## src/rtl/pio_mem_req_seq.sv

```systemverilog
// Purpose : host PIO request sequencer; decodes one host access to a RAM bank, strobes it, waits for its ack.
// Latency : bank hit acks 3 + bank ack delay cycles after the request; decode errors ack 1 cycle after.
// Backpress: single outstanding access; pio_busy is high outside IDLE and requests seen while busy are dropped.
//
// Ports:
//   clk, rst_n                        core clock, asynchronous active-low reset
//   pio_rd/pio_wr/pio_addr/pio_wdata  host request (1-cycle pulse)
//   pio_busy/pio_ack/pio_err/pio_rdata host response (ack is a 1-cycle pulse, rdata held between acks)
//   clk_div                           divided strobe shared with all banks
//   reg_addr/reg_din/reg_rd/reg_wr/reg_ms  bank request; strobes live only in ISSUE
//   mem_ack/mem_rdata                 per-bank level ack and read data (bank i at [32*i +: 32])
module pio_mem_req_seq #(
    parameter int          N_MEM        = 4,
    parameter int          SEL_NBITS    = 2,
    parameter int          REGION_NBITS = 12,
    parameter logic [31:0] BASE_ADDR    = 32'h0,
    parameter int          TIMEOUT      = 255,
    parameter int          CLK_DIV      = 2
) (
    input  logic                  clk,
    input  logic                  rst_n,
    input  logic                  pio_rd,
    input  logic                  pio_wr,
    input  logic [31:0]           pio_addr,
    input  logic [31:0]           pio_wdata,
    output logic                  pio_busy,
    output logic                  pio_ack,
    output logic                  pio_err,
    output logic [31:0]           pio_rdata,
    output logic                  clk_div,
    output logic [31:0]           reg_addr,
    output logic [31:0]           reg_din,
    output logic                  reg_rd,
    output logic                  reg_wr,
    output logic [N_MEM-1:0]      reg_ms,
    input  logic [N_MEM-1:0]      mem_ack,
    input  logic [32*N_MEM-1:0]   mem_rdata
);

    localparam int          TOP_LSB = REGION_NBITS + SEL_NBITS;
    localparam int          DIV_W   = (CLK_DIV > 1) ? $clog2(CLK_DIV) : 1;
    localparam logic [DIV_W-1:0] DIV_LAST = DIV_W'(CLK_DIV - 1);
    localparam logic [7:0]  TMO     = 8'(TIMEOUT);
    localparam logic [31:0] ERR_DATA = 32'hDEAD_BEEF;

    typedef enum logic [2:0] {
        S_IDLE, S_ISSUE, S_WAIT, S_DONE, S_ERR, S_DRAIN
    } state_t;

    state_t                    state_q, state_d;
    logic [REGION_NBITS-1:0]   addr_q, addr_d;
    logic [31:0]               wdata_q, wdata_d;
    logic [SEL_NBITS-1:0]      sel_q, sel_d;
    logic                      rd_q, rd_d;      // direction of the latched access
    logic                      acc_q, acc_d;    // latched access really targets a bank
    logic [7:0]                tcnt_q, tcnt_d;
    logic [N_MEM-1:0]          ack_prev_q, ack_prev_d;
    logic [31:0]               rdata_q, rdata_d;
    logic [DIV_W-1:0]          div_cnt_q, div_cnt_d;
    logic                      clk_div_q, clk_div_d;

    logic                      req;
    logic                      base_hit;
    logic                      sel_in_range;
    logic [SEL_NBITS-1:0]      sel_in;
    logic                      ack_sel;
    logic                      ack_prev_sel;
    logic [31:0]               rdata_sel;
    logic                      ack_rise;
    logic                      tmo;

    assign req      = pio_rd | pio_wr;
    assign sel_in   = pio_addr[TOP_LSB-1:REGION_NBITS];
    assign base_hit = (pio_addr[31:TOP_LSB] == BASE_ADDR[31:TOP_LSB]);
    assign tmo      = (tcnt_q == TMO);

    // Bank-indexed views. Looping over real banks keeps an out-of-range
    // select from indexing past the bus and reads it as "no ack".
    always_comb begin
        sel_in_range = 1'b0;
        ack_sel      = 1'b0;
        ack_prev_sel = 1'b0;
        rdata_sel    = '0;
        for (int i = 0; i < N_MEM; i++) begin
            if (sel_in == SEL_NBITS'(i)) begin
                sel_in_range = 1'b1;
            end
            if (acc_q && (sel_q == SEL_NBITS'(i))) begin
                ack_sel      = mem_ack[i];
                ack_prev_sel = ack_prev_q[i];
                rdata_sel    = mem_rdata[32*i +: 32];
            end
        end
    end

    // Only a fresh 0->1 transition completes; a stretched ack left over
    // from an earlier access stays high and is never mistaken for a new one.
    assign ack_rise   = ack_sel & ~ack_prev_sel;
    assign ack_prev_d = mem_ack;

    // Free-running divider; clk_div is registered so it is low during reset
    // even when CLK_DIV == 1.
    always_comb begin
        div_cnt_d = (div_cnt_q == DIV_LAST) ? '0 : div_cnt_q + DIV_W'(1);
        clk_div_d = (div_cnt_d == DIV_LAST);
    end

    always_comb begin
        state_d = state_q;
        addr_d  = addr_q;
        wdata_d = wdata_q;
        sel_d   = sel_q;
        rd_d    = rd_q;
        acc_d   = acc_q;
        tcnt_d  = tcnt_q;
        rdata_d = rdata_q;

        case (state_q)
            S_IDLE: begin
                if (req) begin
                    addr_d  = pio_addr[REGION_NBITS-1:0];
                    wdata_d = pio_wdata;
                    sel_d   = sel_in;
                    rd_d    = pio_rd;
                    if (base_hit && sel_in_range && !(pio_rd && pio_wr)) begin
                        acc_d   = 1'b1;
                        state_d = S_ISSUE;
                    end else begin
                        acc_d   = 1'b0;
                        state_d = S_ERR;
                        if (pio_rd) begin
                            rdata_d = ERR_DATA;
                        end
                    end
                end
            end
            S_ISSUE: begin
                tcnt_d  = '0;
                state_d = S_WAIT;
            end
            S_WAIT: begin
                if (ack_rise) begin
                    if (rd_q) begin
                        rdata_d = rdata_sel;
                    end
                    state_d = S_DONE;
                end else if (tmo) begin
                    if (rd_q) begin
                        rdata_d = ERR_DATA;
                    end
                    state_d = S_ERR;
                end else begin
                    tcnt_d = tcnt_q + 8'd1;
                end
            end
            S_DONE, S_ERR: begin
                tcnt_d  = '0;
                state_d = S_DRAIN;
            end
            S_DRAIN: begin
                // Hold off new requests until the bank drops its ack, so a
                // stretched ack cannot be sampled by the next access.
                if (!ack_sel || tmo) begin
                    state_d = S_IDLE;
                end else begin
                    tcnt_d = tcnt_q + 8'd1;
                end
            end
            default: begin
                state_d = S_IDLE;
            end
        endcase
    end

    always_ff @(posedge clk or negedge rst_n) begin
        if (!rst_n) begin
            state_q    <= S_IDLE;
            addr_q     <= '0;
            wdata_q    <= '0;
            sel_q      <= '0;
            rd_q       <= 1'b0;
            acc_q      <= 1'b0;
            tcnt_q     <= '0;
            ack_prev_q <= '0;
            rdata_q    <= '0;
            div_cnt_q  <= '0;
            clk_div_q  <= 1'b0;
        end else begin
            state_q    <= state_d;
            addr_q     <= addr_d;
            wdata_q    <= wdata_d;
            sel_q      <= sel_d;
            rd_q       <= rd_d;
            acc_q      <= acc_d;
            tcnt_q     <= tcnt_d;
            ack_prev_q <= ack_prev_d;
            rdata_q    <= rdata_d;
            div_cnt_q  <= div_cnt_d;
            clk_div_q  <= clk_div_d;
        end
    end

    assign pio_busy  = (state_q != S_IDLE);
    assign pio_ack   = (state_q == S_DONE) || (state_q == S_ERR);
    assign pio_err   = (state_q == S_ERR);
    assign pio_rdata = rdata_q;
    assign clk_div   = clk_div_q;
    assign reg_addr  = {{(32-REGION_NBITS){1'b0}}, addr_q};
    assign reg_din   = wdata_q;
    assign reg_rd    = (state_q == S_ISSUE) &&  rd_q;
    assign reg_wr    = (state_q == S_ISSUE) && !rd_q;

    always_comb begin
        reg_ms = '0;
        for (int i = 0; i < N_MEM; i++) begin
            reg_ms[i] = (state_q == S_ISSUE) && (sel_q == SEL_NBITS'(i));
        end
    end

endmodule

```

## config.mk

```make
export PLATFORM = sky130hd
export DESIGN_NAME = pio_mem_req_seq
export DESIGN_NICKNAME = d
export VERILOG_FILES = /design/src/rtl/pio_mem_req_seq.sv
export SDC_FILE = /design/constraint.sdc
export NUM_CORES = 1
export LEC_CHECK = 0
export BUFFER_PORTS_ARGS = -buffer_cell sky130_fd_sc_hd__buf_2
export CAP_MARGIN = 20
export CELL_PAD_IN_SITES_DETAIL_PLACEMENT = 1
export CELL_PAD_IN_SITES_GLOBAL_PLACEMENT = 1
export CORE_UTILIZATION = 34
export CTS_CLUSTER_DIAMETER = 150
export DETAILED_ROUTE_END_ITERATION = 7
export HOLD_SLACK_MARGIN = 0.03
export MAX_ROUTING_LAYER = met4
export PLACE_DENSITY_LB_ADDON = 0.25
export SLEW_MARGIN = 10
export SYNTH_ARGS = -nofsm -noshare
export SYNTH_HDL_FRONTEND = slang
export SYNTH_SLANG_ARGS = --single-unit
```

## constraint.sdc

```tcl
create_clock -name clk -period 5.7 [get_ports clk]
set_input_delay 0.285 -clock clk [delete_from_list [all_inputs] [get_ports clk]]
set_output_delay 0.285 -clock clk [all_outputs]
set_load 0.005 [all_outputs]
```

# Word-level counts from Yosys, hierarchy flattened
# Cells that the tools add are included.
classes:
  addsub: 2
  bitwise_logic: 3
  div: 0
  eq_ne: 22
  n_lt_le_gt_ge: 0
  shift: 0
  muxes: 36
  reduce_logical: 31
  n_mul: 0
ops:
  columns: ["cell", "n"]
  rows:
  - ["32-bit 2-to-1 mux", 11]
  - ["32-bit case mux with 2 select lines", 1]
  - ["8-bit 2-to-1 mux", 3]
  - ["8-bit case mux with 3 select lines", 1]
  - ["18-bit zero test", 1]
  - ["3-bit 2-to-1 mux", 5]
  - ["3-bit case mux with 5 select lines", 1]
  - ["1-bit 2-to-1 mux", 14]
  - ["2-bit != test (second input constant)", 7]
  - ["1-bit logical AND", 13]
  - ["3-bit != test (second input constant)", 3]
  - ["8-bit by 1-bit adder with 8-bit output (second input constant)", 1]
  - ["2-bit equality test (second input constant)", 4]
  - ["8-bit equality test (second input constant)", 1]
  - ["7-bit AND reduction", 1]
  - ["3-bit by 2-bit equality test with 1-bit output (second input constant)", 2]
  - ["3-bit equality test (second input constant)", 2]
  - ["3-bit nonzero test", 2]
  - ["2-bit by 1-bit equality test with 1-bit output (second input constant)", 2]
  - ["2-bit zero test", 2]
  - ["4-bit AND reduction", 1]
  - ["3-bit by 1-bit equality test with 1-bit output (second input constant)", 1]
  - ["1-bit zero test", 3]
  - ["3-bit zero test", 1]
  - ["other kinds (10)", 11]
totals:
  romBits: 0
  mem_count: 0
  latchBits: 0
  output_inout_bits: 106
  elab_cells: 104
  ramBits: 0
  regBits: 96
  in_bits: 200

# Logic depth before layout (Yosys ltp)
logic_depth:
  depth_word: 10
  mapped_depth: 9

# Least setup slack after synthesis
# OpenSTA, ideal clock, no wires.
synth_timing:
  path_type: "register -> register"
  startpoint: "register sel_q[0]"
  endpoint: "register rdata_q[14], in the netlist pio_rdata[14]"
  arrival_time_ns: 1.854
  slack_ns: 3.766
  path_stages_with_launch: 8
  cell_sequence: "dfrtp_1 -> buf_2 -> mux4_2 -> o21ai_4 -> a21o_1 -> buf_6 -> buf_6 -> mux2i_1"
synth_via:
  elab_chain_cells: 10
  word_cells_on_any_way: 28
synth_rtl:
  columns: ["element", "line_no", "rtl"]
  rows:
  - ["start: declaration", "53", "logic [SEL_NBITS-1:0] sel_q, sel_d;"]
  - ["start signal: assignment", "192", "sel_q <= sel_d;"]
  - ["2-bit zero test", "88", "if (acc_q && (sel_q == SEL_NBITS'(i))) begin"]
  - ["1-bit logical AND", "88", null]
  - ["1-bit 2-to-1 mux (4 in a row)", "88", null]
  - ["1-bit inverter", "98", "assign ack_rise = ack_sel & ~ack_prev_sel;"]
  - ["1-bit bitwise AND", "98", null]
  - ["3-bit != test (no line) / 32-bit 2-to-1 mux (equally long branches)", null, null]
  - ["7-bit AND reduction (no line) / 32-bit case mux with 2 select lines (equally long branches)", null, null]
  - ["end signal: assignment", "197", "rdata_q <= rdata_d;"]
  - ["end: declaration", "58", "logic [31:0] rdata_q, rdata_d;"]
# Several ways; a longest one is shown, not always the timed one. The select of a mux whose other input is x is not followed.
# A chain may end at the register's enable or synchronous reset.

# Worst setup path in the final report
layout_timing:
  startpoint: "register sel_q[1]"
  endpoint: "register rdata_q[17], in the netlist pio_rdata[17]"
# The elaborated chain is that of the path after synthesis.

==> flow_summary_export.csv <==
group,metric,value,unit
die,number_of_standard_cell_rows_in_the_floorplan,45,
placed_design,placed_area,6710,sq um
layout,final_core_util,46.6,%
clocking,number_of_buffers_between_clock_root_and_the_deepest_sink,2,
sta,clock.fmax,0.309,GHz
synthesis,netlist_area,5260,sq um
pwr,pwr_density_cell,407,nW/um^2
clocking,cts_repair_resize_count,0,
synthesis,yosysTopAreaCell,"sky130_fd_sc_hd__dfrtp_1",
detailed_routing,drtPass1Iterations,4,
clocking,cts-root-buf,"sky130_fd_sc_hd__clkbuf_16",
sta,hold-worst-slack,70.9,ps
detailed_routing,drcViolationCount,0,
layout,final-instance-count-excl-fill,990,
synthesis,synth.lib_cells_used.distinct,46,
detailed_routing,post_drt_wl_per_cell,17.7,microns
pwr,static-leakage-power,3.47,nW
layout,most-common-layout-cells,"284 x sky130_fd_sc_hd__buf_2, 188 x sky130_fd_sc_hd__nand2_1, 94 x sky130_fd_sc_hd__dfrtp_1",
clocking,clock_insertion_delay_worst_skew,340,ps
setup_path,crit_path_top_delay_cell,"sky130_fd_sc_hd__dfrtp_2",
sta,finalSetupViolCount,0,
detailed_routing,route.detailed.vias_per_inst,5.09,
setup_path,worst_r2r_startpoint,"sel_q[1]$_DFFE_PN0P_",
sta,worst_relative_slew_slack,29.8,%
synthesis,ys.warnings.count,0,
placed_design,place.port_buffers,285,
global_routing,pin_count_of_the_biggest_net_entering_global_routing,53,
global_routing,grt.overflow.total,0,
sta,grt_setup_unrepaired,"no",
setup_path,delay_of_the_slowest_critical_path_stage,990,ps
synthesis,synthesis.instances,536,
detailed_routing,routed_wirelength,17500,microns
die,coreArea,15100,sq um
placed_design,placedCellCount,971,
die,effective_utilization_at_floorplan,34.7,%
placed_design,place.detailed.hpwl,13200,microns
die,die_height,126,microns
sta,final-max-slew-violation-count,0,
outcome,outcome,"finished, final reports clean",
hold_path,worst_hold_path_type,"in -> reg",
detailed_routing,met3_wirelength,1060,microns
die,dieWidth,126,microns
synthesis,postSynthAreaPerCell,9.82,sq um
clocking,cts.sink_count,96,
setup_path,setup.worst_path.start,"sel_q[1]$_DFFE_PN0P_",
layout,flow.area_growth_from_synthesis,34.1,%
layout,postLayoutCellArea,7060,sq um
setup_path,worst-path-stages,6,
setup_path,r2r-end,"pio_rdata[17]$_DFFE_PN0P_",
sta,finalHoldViolCount,0,
detailed_routing,detailedRoute.firstIterationViolations,184,
sta,worst_pin_slew,1050,ps
synthesis,synth_enable_flop_cells,0,
hold_path,hold-path-cell-count,1,
detailed_routing,vias,5041,
setup_path,timing.critical_path.cells,"nand2_1 -> o22a_1 -> o21ai_4 -> a21o_1 -> buf_16 -> mux2i_1",
synthesis,async_flop_share,100,%
synthesis,synth-seq-cells,96,
detailed_routing,maxUsedRoutingLayer,"met4",
setup_path,cp_max_fo,43,
setup_path,required_worst_endpoint,5960,ps
detailed_routing,detail-route-antenna-nets,0,
setup_path,critical_path.endpoint_type,"flop",
global_routing,grtUsageTotal,22.6,%
setup_path,path_buf_inv,1,
die,io-pin-count,306,
sta,finClkSkew,7.42,ps
setup_path,setup.worst_path.class,"reg -> reg",
setup_path,worst-endpoint-arrival,3500,ps
pwr,max-vdd-ir-drop,0.183,mV
global_routing,first_global_vias,5351,
setup_path,ff2ff_path_depth,6,
synthesis,ys_top_cells_by_area,"sky130_fd_sc_hd__dfrtp_1 46%, sky130_fd_sc_hd__nand2_1 13%, sky130_fd_sc_hd__mux4_2 13%, sky130_fd_sc_hd__mux2i_1 3.6%, sky130_fd_sc_hd__a211oi_1 3.6%",
setup_path,startpoint_type,"flop",
clocking,clk_pin_slew,60,ps
sta,final.period_utilization,56.7,%
sta,setup_total_negative_slack,0,ps
setup_path,worst_path_dominant_cell_family,"compound AO/OA/AOI/OAI gates",
detailed_routing,wl_met1,7350,microns
global_routing,grt_pass1_wl,27500,microns
run,max_cap_viol_count,0,
layout,design.final.nets,998,
layout,filler_cell_count,1827,
clocking,cts_inserted_buffers,9,
global_routing,antenna_found_initial,1,
detailed_routing,met2_length,8600,microns
clocking,maximum_level_of_the_cts_h_tree,3,
synthesis,yosysTopAreaCellShare,45.6,%
sta,timing.final.crit_period,3230,ps
layout,most_common_cell_after_layout_fill_and_taps_aside,"sky130_fd_sc_hd__buf_2",
die,die-area,16000,sq um
setup_path,worst-r2r-setup-slack,2470,ps
layout,post_route_cells_drive_above_1_share,43.4,%
placed_design,final_weighted_congestion_of_routability_driven_global_placement,0.781,
clocking,clock_tree_from_tritoncts,"yes",
synthesis,ys_seq_area_share,45.6,%
synthesis,leading_register_cell_type_out_of_synthesis,"sky130_fd_sc_hd__dfrtp_1",
setup_path,worst_setup_endpoint,"pio_rdata[17]$_DFFE_PN0P_",
## stage by stage
step | setup WS (ps) | total power (W)
2_1_floorplan | 3770 | 0.00181
3_3_place_gp | 2350 | 0.00222
3_5_place_dp | 2140 | 0.00227
4_1_cts | 2090 | 0.00290
5_1_grt | 2250 | 0.00307
6_report | 2470 | 0.00287
## flip-flops by register name (all words and copies together), names as in the netlist
signal      flops
sel_q           2
addr_q         12
pio_rdata      32
clk_div         1
acc_q           1
reg_din        32
tcnt_q          8
ack_prev_q      4
state_q         3
rd_q            1
## power breakdown
| part | switching, W | internal (W) | total (W) |
|---|---|---|---|
| Clock | 0.000254 | 0.000363 | 0.000617 |
| Combinational | 0.000626 | 0.000561 | 0.00119 |
| Sequential | 0.000200 | 0.000867 | 0.00107 |
| Total | 0.00108 | 0.00179 | 0.00287 |
## worst register-to-register path, delay by kind of cell, from the launching register on
family	cells	cell delay, ps
compound gates	3	1510
flops	1	990
buf+inv	1	240
mux	1	210
simple gates	1	200
## per-layer routing
layer	GRT usage [%]	vias up
li1	-	2353
met1	27.2	2469
met2	36.8	189
met3	4.68	30
met4	9.92	0
met5	-	-
## worst min-delay path by stage
stage	start	end	slack, ps
global route	mem_ack[2]	ack_prev_q[2]$_DFF_PN0_	60
finish	mem_ack[2]	ack_prev_q[2]$_DFF_PN0_	70
global placement	rst_n	pio_rdata[11]$_DFFE_PN0P_	340
CTS	mem_ack[2]	ack_prev_q[2]$_DFF_PN0_	60
floorplan	rst_n	acc_q$_DFFE_PN0P_	-10
detailed placement	rst_n	ack_prev_q[0]$_DFF_PN0_	340
## cells in the mapped netlist, types with 3 or more instances
cell / n
sky130_fd_sc_hd__o221ai_1: 3
sky130_fd_sc_hd__o21ai_0: 8
sky130_fd_sc_hd__o21ai_1: 3
sky130_fd_sc_hd__buf_6: 4
sky130_fd_sc_hd__clkbuf_1: 26
sky130_fd_sc_hd__inv_1: 11
sky130_fd_sc_hd__and3_1: 3
sky130_fd_sc_hd__buf_2: 10
sky130_fd_sc_hd__nor2_1: 7
sky130_fd_sc_hd__o211ai_1: 3
sky130_fd_sc_hd__mux4_2: 30
sky130_fd_sc_hd__a21oi_1: 5
sky130_fd_sc_hd__nand2b_1: 4
sky130_fd_sc_hd__buf_4: 20
sky130_fd_sc_hd__nor3_1: 5
sky130_fd_sc_hd__a31oi_1: 24
sky130_fd_sc_hd__dfrtp_1: 96
sky130_fd_sc_hd__a211oi_1: 25
sky130_fd_sc_hd__mux2i_1: 19
sky130_fd_sc_hd__nand2_1: 188
sky130_fd_sc_hd__or3_1: 6
sky130_fd_sc_hd__and2_1: 4
## area by class of cell
| type | instances | area (sq um) | area share [%] |
|---|---|---|---|
| multi-input cells | 387 | 2570 | 36.4 |
| repair buffers | 291 | 1500 | 21.3 |
| clock inverters | 2 | 38.8 | 0.549 |
| inverters | 12 | 45.0 | 0.638 |
| diodes | 1 | 2.50 | 0.0354 |
| well taps | 188 | 235 | 3.33 |
| clock buffers | 13 | 260 | 3.69 |
| flip-flops and latches | 96 | 2400 | 34.1 |
## cells by family (layout without fill, tap and decap cells)
group                      count (synthesis)  after routing  synth area share, %
muxes                                     49             49                 16.5
and+or+nand+nor                          234            234                 18.9
other                                      1             21               0.0713
AOI/OAI and AO/OA                         83             83                 11.3
buffers and inverters                     72            318                 7.37
adders and majority gates                  1              1                0.238
DFF                                       96             96                 45.6
## what timing repair did
action	CTS	global route
setup endpoints to repair	0	0
hold endpoints to repair	44	0
setup buffers	0	0
hold buffers	1	0
(Power assumes the default switching activity.)
